===== config.mk =====
export PLATFORM = sky130hd
export DESIGN_NAME = dmem_access_ctrl
export DESIGN_NICKNAME = d
export VERILOG_FILES = /design/src/rtl/dmem_pkg.sv /design/src/rtl/dmem_lane_align.sv /design/src/rtl/dmem_access_ctrl.sv
export SDC_FILE = /design/constraint.sdc
export NUM_CORES = 1
export LEC_CHECK = 0
export BUFFER_PORTS_ARGS = -buffer_cell sky130_fd_sc_hd__buf_4
export CAP_MARGIN = 20
export CELL_PAD_IN_SITES_DETAIL_PLACEMENT = 0
export CELL_PAD_IN_SITES_GLOBAL_PLACEMENT = 1
export CORE_MARGIN = 4
export CORE_UTILIZATION = 40
export CTS_CLUSTER_DIAMETER = 150
export DETAILED_ROUTE_END_ITERATION = 8
export PLACE_DENSITY_LB_ADDON = 0.05
export REMOVE_ABC_BUFFERS = 1
export SLEW_MARGIN = 15
export SYNTH_ARGS = -nofsm -noshare
export SYNTH_HDL_FRONTEND = slang
export SYNTH_SLANG_ARGS = --single-unit

===== constraint.sdc =====
create_clock -name clk -period 3.3 [get_ports clk]
set_input_delay 0.33 -clock clk [delete_from_list [all_inputs] [get_ports clk]]
set_output_delay 0.33 -clock clk [all_outputs]
set_load 0.01 [all_outputs]

===== src/rtl/dmem_pkg.sv =====
// dmem_pkg: shared states, funct3 codes and lane helpers for the data-memory access controller
package dmem_pkg;
  typedef enum logic [2:0] {IDLE, LOAD_WAIT, RMW_READ, RMW_WRITE, SW_WRITE} dmem_state_e;
  localparam logic [2:0] F3_B = 3'b000;
  localparam logic [2:0] F3_H = 3'b001;
  localparam logic [2:0] F3_W = 3'b010;
  localparam logic [2:0] F3_BU = 3'b100;
  localparam logic [2:0] F3_HU = 3'b101;
  // Unlisted funct3 codes (011/110/111) fall through to a full word.
  function automatic logic [2:0] lane_size(input logic [2:0] f3);
    return f3 == F3_W ? 3'd4 : (f3 == F3_B || f3 == F3_BU) ? 3'd1 : (f3 == F3_H || f3 == F3_HU) ? 3'd2 : 3'd4;
  endfunction
  function automatic logic misaligned(input logic [2:0] f3, input logic [1:0] off);
    return (lane_size(f3) == 3'd2 && off[0]) || (lane_size(f3) == 3'd4 && off != 2'b00);
  endfunction
endpackage


===== src/rtl/dmem_lane_align.sv =====
// dmem_lane_align: byte/halfword lane extract-and-extend for loads and lane merge for partial stores
//   word   : memory word read back
//   wdata  : LSB-aligned store data
//   off    : byte offset within the word
//   funct3 : access size and signedness
//   ldata  : extended load result
//   mdata  : word with the store lane merged in
module dmem_lane_align
  import dmem_pkg::*;
(
  input  logic [31:0] word,
  input  logic [31:0] wdata,
  input  logic [1:0]  off,
  input  logic [2:0]  funct3,
  output logic [31:0] ldata,
  output logic [31:0] mdata
);
  logic [2:0] sz;
  logic [4:0] sh;
  logic [31:0] lane, mask;
  always_comb begin
    sz = lane_size(funct3);
    sh = {off, 3'b000};
    lane = word >> sh;
    mask = (sz == 3'd1 ? 32'h0000_00FF : sz == 3'd2 ? 32'h0000_FFFF : 32'hFFFF_FFFF) << sh;
    // funct3[2] marks the unsigned load variants
    ldata = sz == 3'd1 ? {{24{lane[7] & ~funct3[2]}}, lane[7:0]} :
            sz == 3'd2 ? {{16{lane[15] & ~funct3[2]}}, lane[15:0]} : lane;
    mdata = (word & ~mask) | ((wdata << sh) & mask);
  end
endmodule


===== src/rtl/dmem_access_ctrl.sv =====
// dmem_access_ctrl: sequences one load/store per handshake onto a word-wide memory, with read-modify-write for SB/SH
//   req_*        : MEM-stage request handshake and payload
//   rsp_valid    : access complete pulse, rsp_rdata carries the extended load data
//   misalign_err : rejected-access pulse
//   mem_*        : word-wide memory port with one-cycle registered read
module dmem_access_ctrl
  import dmem_pkg::*;
#(
  parameter int DM_ADDRESS = 9,
  parameter int DATA_W = 32
) (
  input  logic                  clk,
  input  logic                  reset,
  input  logic                  req_valid,
  output logic                  req_ready,
  input  logic                  req_we,
  input  logic [2:0]            req_funct3,
  input  logic [DM_ADDRESS-1:0] req_addr,
  input  logic [DATA_W-1:0]     req_wdata,
  output logic                  rsp_valid,
  output logic [DATA_W-1:0]     rsp_rdata,
  output logic                  misalign_err,
  output logic [DM_ADDRESS-1:0] mem_raddr,
  output logic [DM_ADDRESS-1:0] mem_waddr,
  output logic [DATA_W-1:0]     mem_wdata,
  output logic                  mem_wr,
  input  logic [DATA_W-1:0]     mem_rdata
);
  dmem_state_e state;
  logic [2:0] f3_q;
  logic [DM_ADDRESS-1:0] addr_q;
  logic [DATA_W-1:0] wdata_q, ldata, mdata;
  logic idle;
  assign idle = state == IDLE;
  assign req_ready = idle;
  // The read is launched in the accept cycle so the word is ready in the following state.
  assign mem_raddr = {idle ? req_addr[DM_ADDRESS-1:2] : addr_q[DM_ADDRESS-1:2], 2'b00};
  dmem_lane_align u_align (
    .word(mem_rdata),
    .wdata(wdata_q),
    .off(addr_q[1:0]),
    .funct3(f3_q),
    .ldata(ldata),
    .mdata(mdata)
  );
  always_ff @(posedge clk) begin
    if (reset) begin
      state <= IDLE;
      f3_q <= '0;
      addr_q <= '0;
      wdata_q <= '0;
      rsp_valid <= 1'b0;
      rsp_rdata <= '0;
      misalign_err <= 1'b0;
      mem_wr <= 1'b0;
      mem_waddr <= '0;
      mem_wdata <= '0;
    end else begin
      rsp_valid <= 1'b0;
      misalign_err <= 1'b0;
      mem_wr <= 1'b0;
      case (state)
        IDLE: if (req_valid) begin
          f3_q <= req_funct3;
          addr_q <= req_addr;
          wdata_q <= req_wdata;
          if (misaligned(req_funct3, req_addr[1:0])) misalign_err <= 1'b1;
          else if (!req_we) state <= LOAD_WAIT;
          else if (lane_size(req_funct3) == 3'd4) begin
            state <= SW_WRITE;
            mem_wr <= 1'b1;
            mem_waddr <= {req_addr[DM_ADDRESS-1:2], 2'b00};
            mem_wdata <= req_wdata;
            rsp_valid <= 1'b1;
            rsp_rdata <= '0;
          end else state <= RMW_READ;
        end
        LOAD_WAIT: begin
          state <= IDLE;
          rsp_valid <= 1'b1;
          rsp_rdata <= ldata;
        end
        RMW_READ: begin
          state <= RMW_WRITE;
          mem_wr <= 1'b1;
          mem_waddr <= {addr_q[DM_ADDRESS-1:2], 2'b00};
          mem_wdata <= mdata;
          rsp_valid <= 1'b1;
          rsp_rdata <= '0;
        end
        default: state <= IDLE;
      endcase
    end
  end
endmodule

==> impl_metrics.csv, run 1 <==
group,metric,value,unit
outcome,run_status,"complete, no violations",
global_routing,grt_max_degree,94,
timing,hold_viol_final,0,
global_routing,grt_overflow,0,
global_routing,grt_pass1_wl,35200,um
logic_synthesis,syn-cell-area,6440,um^2
route,vias_per_cell,5.70,
route,drc,0,
floorplanning,dieArea,18200,um^2
logic_synthesis,ys_types,45,
timing,setup_slack,0.953,ns
timing,maxSlewViolCount,0,
global_routing,grt_pass1_vias,6391,
final_layout,nets,967,
route,dr.pass1.iters,5,
route,post_drt_wl_per_cell,20.1,um
timing,layout_min_cycle_time,2.35,ns
timing,finClkSkew,0.00721,ns
floorplanning,ios,166,
route,vias,6359,
global_routing,antenna_found_initial,0,
floorplanning,rows,46,
logic_synthesis,synth_ff_type,"dfxtp_1",
logic_synthesis,ys_seq_elements,121,
logic_synthesis,synth_edf_count,0,
final_layout,drive_above_1_share,29.7,%
timing,finalSetupViolCount,0,
logic_synthesis,synth_top_area_cell,"dfxtp_1",
clock_tree,tritoncts,"done",
power,power_leakage,3.31,nW
final_layout,postLayoutCoreUtil,53.4,%
placed_design,dp.cells,1084,
logic_synthesis,synth_cells,757,
logic_synthesis,syn_avg_cell_area,8.51,um^2
floorplanning,die_y,135,um
final_layout,area_delta_synth_final,31.3,%
placed_design,dp_hpwl,15700,um
worst_setup_path,end_kind,"output port",
logic_synthesis,seq_area_frac_synth,37.6,%
clock_tree,hold_buffers,0,
timing,fmax,426,MHz
placed_design,place_ws,0.998,ns
worst_setup_path,required,2.97,ns
placed_design,portBuffers,161,
route,ant_nets,0,
clock_tree,clkTransAtPathRegs,0.06,ns
final_layout,instances_no_fill,1116,
clock_tree,numCtsBuffers,17,
timing,relSlewSlack,32.0,%
timing,setup-tns-final,0,ns
clock_tree,ctsResizeCount,0,
power,ir_drop,0.000364,V
timing,final.period_utilization,71.1,%
clock_tree,clk_path_buf_depth,2,
route,drt-total-wl,22400,um
clock_tree,htreeDepth,4,
clock_tree,clock-sinks,121,
logic_synthesis,synth_area_leaders,"dfxtp_1 (38%), a21oi_1 (8.3%), nand2_1 (7.6%), mux2i_1 (6.4%), a311oi_1 (3.1%)",
final_layout,multi_input_area,3680,um^2
timing,tightest_slew,1.02,ns
worst_setup_path,worstPathMaxFanout,11,
final_layout,seq_area,2420,um^2
power,power.density,529,nW/um^2
floorplanning,die_w,135,um
clock_tree,cts_setup_buffers,0,
final_layout,diodes,0,
hold_path,min_path_type,"primary input to flop",
floorplanning,start_util,40.7,%
global_routing,gr-usage-all-layers,24.6,%
route,drt-initial-drc-count,482,
final_layout,nFillCells,1513,
logic_synthesis,async_reset_ff_share,0,%
worst_setup_path,critPathKind,"flop to output port",
logic_synthesis,synth_top_area_share,37.6,%
logic_synthesis,synth_warnings,0,
timing,rsz0062_at_grt,"false",
worst_setup_path,worstSetupStartpointType,"flop",
clock_tree,cts_root_buffer,"clkbuf_16",
placed_design,place.gp.congestion,0.868,
clock_tree,insertion_delay,0.42,ns
run,max_cap_viol_count,0,
floorplanning,core-area,15800,um^2
worst_setup_path,cp_data_arrival_time,2.02,ns
-- final timing paths --
check                                               from                          to  slack [ns]  cells after the start
worst min register to register  wdata_q[26]$_SDFFE_PP0P_    wdata_q[26]$_SDFFE_PP0P_        0.46                      2
worst min-delay path                        req_wdata[8]     wdata_q[8]$_SDFFE_PP0P_        0.17                      3
worst max register to register    addr_q[1]$_SDFFE_PP0P_  mem_wdata[21]$_SDFFE_PP0P_        1.05                      4
worst max-delay path               state[1]$_SDFFE_PP0P_                mem_raddr[2]        0.95                      5
-- cells in the final DEF, fill, tap and decap left out, drive strengths merged, types with 9 or more instances in the layout --
cell / Yosys / final
mux2: 15 / 15
o21ai: 34 / 34
nand2: 131 / 131
nand2b: 25 / 25
o32ai: 24 / 24
clkbuf: 49 / 19
mux2i: 41 / 41
nor3: 14 / 14
buf: 28 / 185
a21oi: 108 / 108
a211oi: 9 / 9
dfxtp: 121 / 121
o21a: 17 / 17
a311oi: 23 / 23
o211ai: 18 / 18
nor2: 40 / 40
-- flip-flops by register name (all words and copies together) (netlist names), 3 cells and up --
| signal | cells |
|---|---|
| f3_q | 3 |
| addr_q | 9 |
| state | 3 |
| mem_wdata | 32 |
| mem_waddr | 7 |
| rsp_rdata | 32 |
| wdata_q | 32 |
-- where the power goes --
part | switching [mW] | total, mW | internal, mW
sequential | 0.0805 | 1.63 | 1.55
combinational | 0.434 | 0.778 | 0.344
clock | 0.697 | 2.07 | 1.37
total | 1.21 | 4.47 | 3.26
-- synth_stat cells (3+ instances only) --
cell	number
o211ai_1	17
buf_2	16
a2111o_1	8
a2bb2oi_1	8
mux4_2	8
a21oi_1	107
inv_1	3
nor3_1	13
clkbuf_1	49
a311o_1	8
dfxtp_1	121
nor2_1	39
buf_4	8
o21a_1	17
o32ai_2	10
a21o_1	3
a211oi_1	8
a311oi_1	23
o32ai_1	14
nand2b_1	25
o2bb2ai_1	8
mux2_2	15
mux2i_1	41
o21ai_0	33
nand2_1	131
-- logic make-up after synthesis --
kind of cell	after synthesis	share of synthesized area [%]
compound gates	271	29.9
buf+inv	81	5.73
flops	121	37.6
mux	64	11.8
other cells	1	0.0582
simple gates	219	14.9
-- routing by layer --
| layer | track usage [%] | vias to the layer above | part of all wire (%) |
|---|---|---|---|
| met1 | 32.8 | 3069 | 44 |
| met3 | 5.33 | 33 | 6.1 |
| met4 | 7.81 | 0 | 1.8 |
| met5 | 0 | - | 0 |
| li1 | - | 3030 | - |
| met2 | 39.8 | 227 | 48 |
-- area by class of cell --
type / instances / share of cell area [%]
Multi-Input combinational cell: 558 / 43.5
Sequential cell: 121 / 28.7
Timing Repair Buffer: 185 / 16.7
Clock buffer: 19 / 5.36
Tap cell: 216 / 3.20
Clock inverter: 13 / 2.35
Inverter: 4 / 0.178
-- worst max-delay path: stages (launching register included) --
cell     delay [ns]
dfxtp_1        0.39
buf_4          0.23
nor3_2         0.23
buf_4          0.24
mux2_2         0.35
buf_4          0.14
-- metrics by stage --
stage          power, mW  cell area (um^2)  hold slack [ns]
2_1_floorplan       2.05              6100            0.399
3_3_place_gp        2.42              7800            0.440
3_5_place_dp        2.43              7800            0.451
4_1_cts             4.51              8450            0.150
5_1_grt             4.65              8450            0.164
6_report            4.47              8450            0.167
Note: power is estimated with default switching activity, not from simulation.
==> run 2, diff against run 1 <==
- CORE_UTILIZATION: 40 -> 35
- clock period: 3.3 -> 2 ns (I/O delays scaled with it)
==> impl_metrics.csv, run 2 (synthesis gave the netlist of run 1 again) <==
group,metric,value,unit
final_layout,nets,984,
route,drt-total-wl,24100,um
route,dr.pass1.iters,5,
global_routing,grt_pass1_wl,36400,um
hold_path,min_path_cells,3,
power,power.density,803,nW/um^2
worst_setup_path,worstPathMaxFanout,13,
worst_setup_path,critPathKind,"flop to flop",
worst_setup_path,worstPathCellList,"buf_4 > mux4_2 > o21a_1 > a211oi_1 > o32ai_1",
final_layout,instances_no_fill,1140,
placed_design,portBuffers,161,
global_routing,grt_overflow,0,
final_layout,postLayoutCoreUtil,47.7,%
floorplanning,dieArea,20600,um^2
final_layout,final_cell_mix,"buf_4 (190), nand2_1 (131), dfxtp_1 (117), a21oi_1 (107), mux2i_1 (41)",
power,clockPowerShare,41.1,%
placed_design,post_dp_cell_area,8040,um^2
clock_tree,numCtsBuffers,17,
timing,fmax,511,MHz
power,p_sw,1.97,mW
clock_tree,cts_root_buffer,"clkbuf_16",
power,pwr-share-comb,20.3,%
route,ant_nets,0,
global_routing,grt_max_degree,90,
route,drt-initial-drc-count,407,
worst_setup_path,reg2reg_to,"mem_wdata[27]$_SDFFE_PP0P_",
final_layout,final_area,8600,um^2
timing,relSlewSlack,49.9,%
worst_setup_path,crit_path_top_delay_cell,"mux4_2",
power,swShare,28.6,%
clock_tree,clkTransAtPathRegs,0.05,ns
timing,layout_min_cycle_time,1.96,ns
worst_setup_path,required,2.29,ns
power,power_leakage,3.38,nW
clock_tree,insertion_delay,0.42,ns
timing,setup-tns-final,0,ns
floorplanning,ios,166,
route,vias,6442,
placed_design,place.gp.congestion,0.842,
run,max_cap_viol_count,0,
worst_setup_path,worstSetupStartpointType,"flop",
floorplanning,die_w,144,um
final_layout,top_regs,"mem_wdata x32, rsp_rdata x32, wdata_q x32",
power,seq_power_share,38.6,%
final_layout,area_delta_synth_final,33.6,%
global_routing,gr-usage-all-layers,23.0,%
final_layout,final_common_cell,"buf_4",
clock_tree,clock-sinks,121,
worst_setup_path,ff2ff_path_depth,5,
worst_setup_path,slowest_delay,0.53,ns
floorplanning,rows,49,
timing,hold_viol_final,0,
route,drc,0,
timing,hold_ws,0.0316,ns
placed_design,dp_hpwl,16800,um
clock_tree,htreeDepth,4,
global_routing,antenna_found_initial,0,
hold_path,min_to,"wdata_q[15]$_SDFFE_PP0P_",
timing,final.period_utilization,97.9,%
timing,maxSlewViolCount,0,
final_layout,diodes,0,
timing,finalSetupViolCount,0,
route,vias_per_cell,5.65,
hold_path,hold_path.startpoint,"req_wdata[15]",
clock_tree,tritoncts,"done",
worst_setup_path,end_kind,"flop",
outcome,run_status,"complete, no violations",
power,ir_drop,0.000550,V
route,post_drt_wl_per_cell,21.1,um
worst_setup_path,reg2reg_setup_slack,0.04,ns
placed_design,dp.cells,1113,
timing,finClkSkew,0.00673,ns
clock_tree,clk_path_buf_depth,2,
floorplanning,die_y,144,um
clock_tree,hold_buffers,0,
timing,tightest_slew,0.749,ns
final_layout,drive_above_1_share,30.8,%
power,internal-power,4.93,mW
worst_setup_path,cp_data_arrival_time,2.25,ns
worst_setup_path,r2r-start,"addr_q[0]$_SDFFE_PP0P_",
floorplanning,start_util,35.7,%
timing,rsz0062_at_grt,"false",
global_routing,grt_pass1_vias,6374,
hold_path,min_path_type,"primary input to flop",
floorplanning,core-area,18000,um^2
-- run 2: cell types whose count changed in the layout (fill, tap and decap cells not counted), sizes merged --
| cell | change |
|---|---|
| clkbuf | +2 |
| bufinv | -4 |
| clkinv | -2 |
| buf | +17 |
| clkinvlp | -2 |
-- run 2: cell type report --
type	count	area, um^2
tap	229	287
timing repair buffer	202	1650
inverter	4	15.0
sequential	121	2430
clock inverter	5	50.0
multi-input combinational	558	3690
fill	1739	9430
clock buffer	21	470
-- run 2: critical path: cells and delay by family (launching register included) --
| family | cells | cell delay (ns) |
|---|---|---|
| buffers and inverters | 1 | 0.27 |
| muxes | 1 | 0.53 |
| AOI/OAI and AO/OA | 3 | 0.63 |
| DFF | 1 | 0.40 |
-- run 2: metrics by stage --
stage | total power [mW] | worst slack (ns)
global placement | 4.08 | 0.0115
global route | 7.16 | 0.00251
finish | 6.90 | 0.0412
floorplan | 3.38 | -1.33
CTS | 6.92 | 0.0229
detailed placement | 4.10 | -0.00288
-- run 2: how the worst max path moves through the flow --
| stage | cells after the start | startpoint | endpoint |
|---|---|---|---|
| 3_5_place_dp | 5 | addr_q[0]$_SDFFE_PP0P_ | mem_wdata[28]$_SDFFE_PP0P_ |
| 3_3_place_gp | 5 | addr_q[0]$_SDFFE_PP0P_ | mem_wdata[28]$_SDFFE_PP0P_ |
| 4_1_cts | 4 | state[2]$_SDFFE_PP0P_ | mem_raddr[6] |
| 5_1_grt | 5 | addr_q[1]$_SDFFE_PP0P_ | mem_wdata[6]$_SDFFE_PP0P_ |
| 2_1_floorplan | 4 | addr_q[0]$_SDFFE_PP0P_ | mem_wdata[16]$_SDFFE_PP0P_ |
| 6_report | 5 | addr_q[0]$_SDFFE_PP0P_ | mem_wdata[27]$_SDFFE_PP0P_ |
-- run 2: power groups by stage --
stage	clock network [mW]	registers (mW)	logic, mW
finish	2.84	2.66	1.40
global placement	0	2.71	1.37
global route	2.97	2.68	1.52
CTS	2.86	2.66	1.40
floorplan	0	2.76	0.621
detailed placement	0	2.71	1.39
-- run 2: what timing repair did --
action                     4_1_cts  5_1_grt
setup endpoints to repair        8       25
resized for setup                4        5
setup buffers                    1        0
pin swaps                        1        0
-- run 2: routing by layer --
layer  up-vias  track usage [%]  wire length [um]
met5         -                0                 0
met3        37             4.26              1400
met1      3131             30.7             10700
li1       3056                -                 -
met2       218             37.4             11400
met4         0             8.23               558
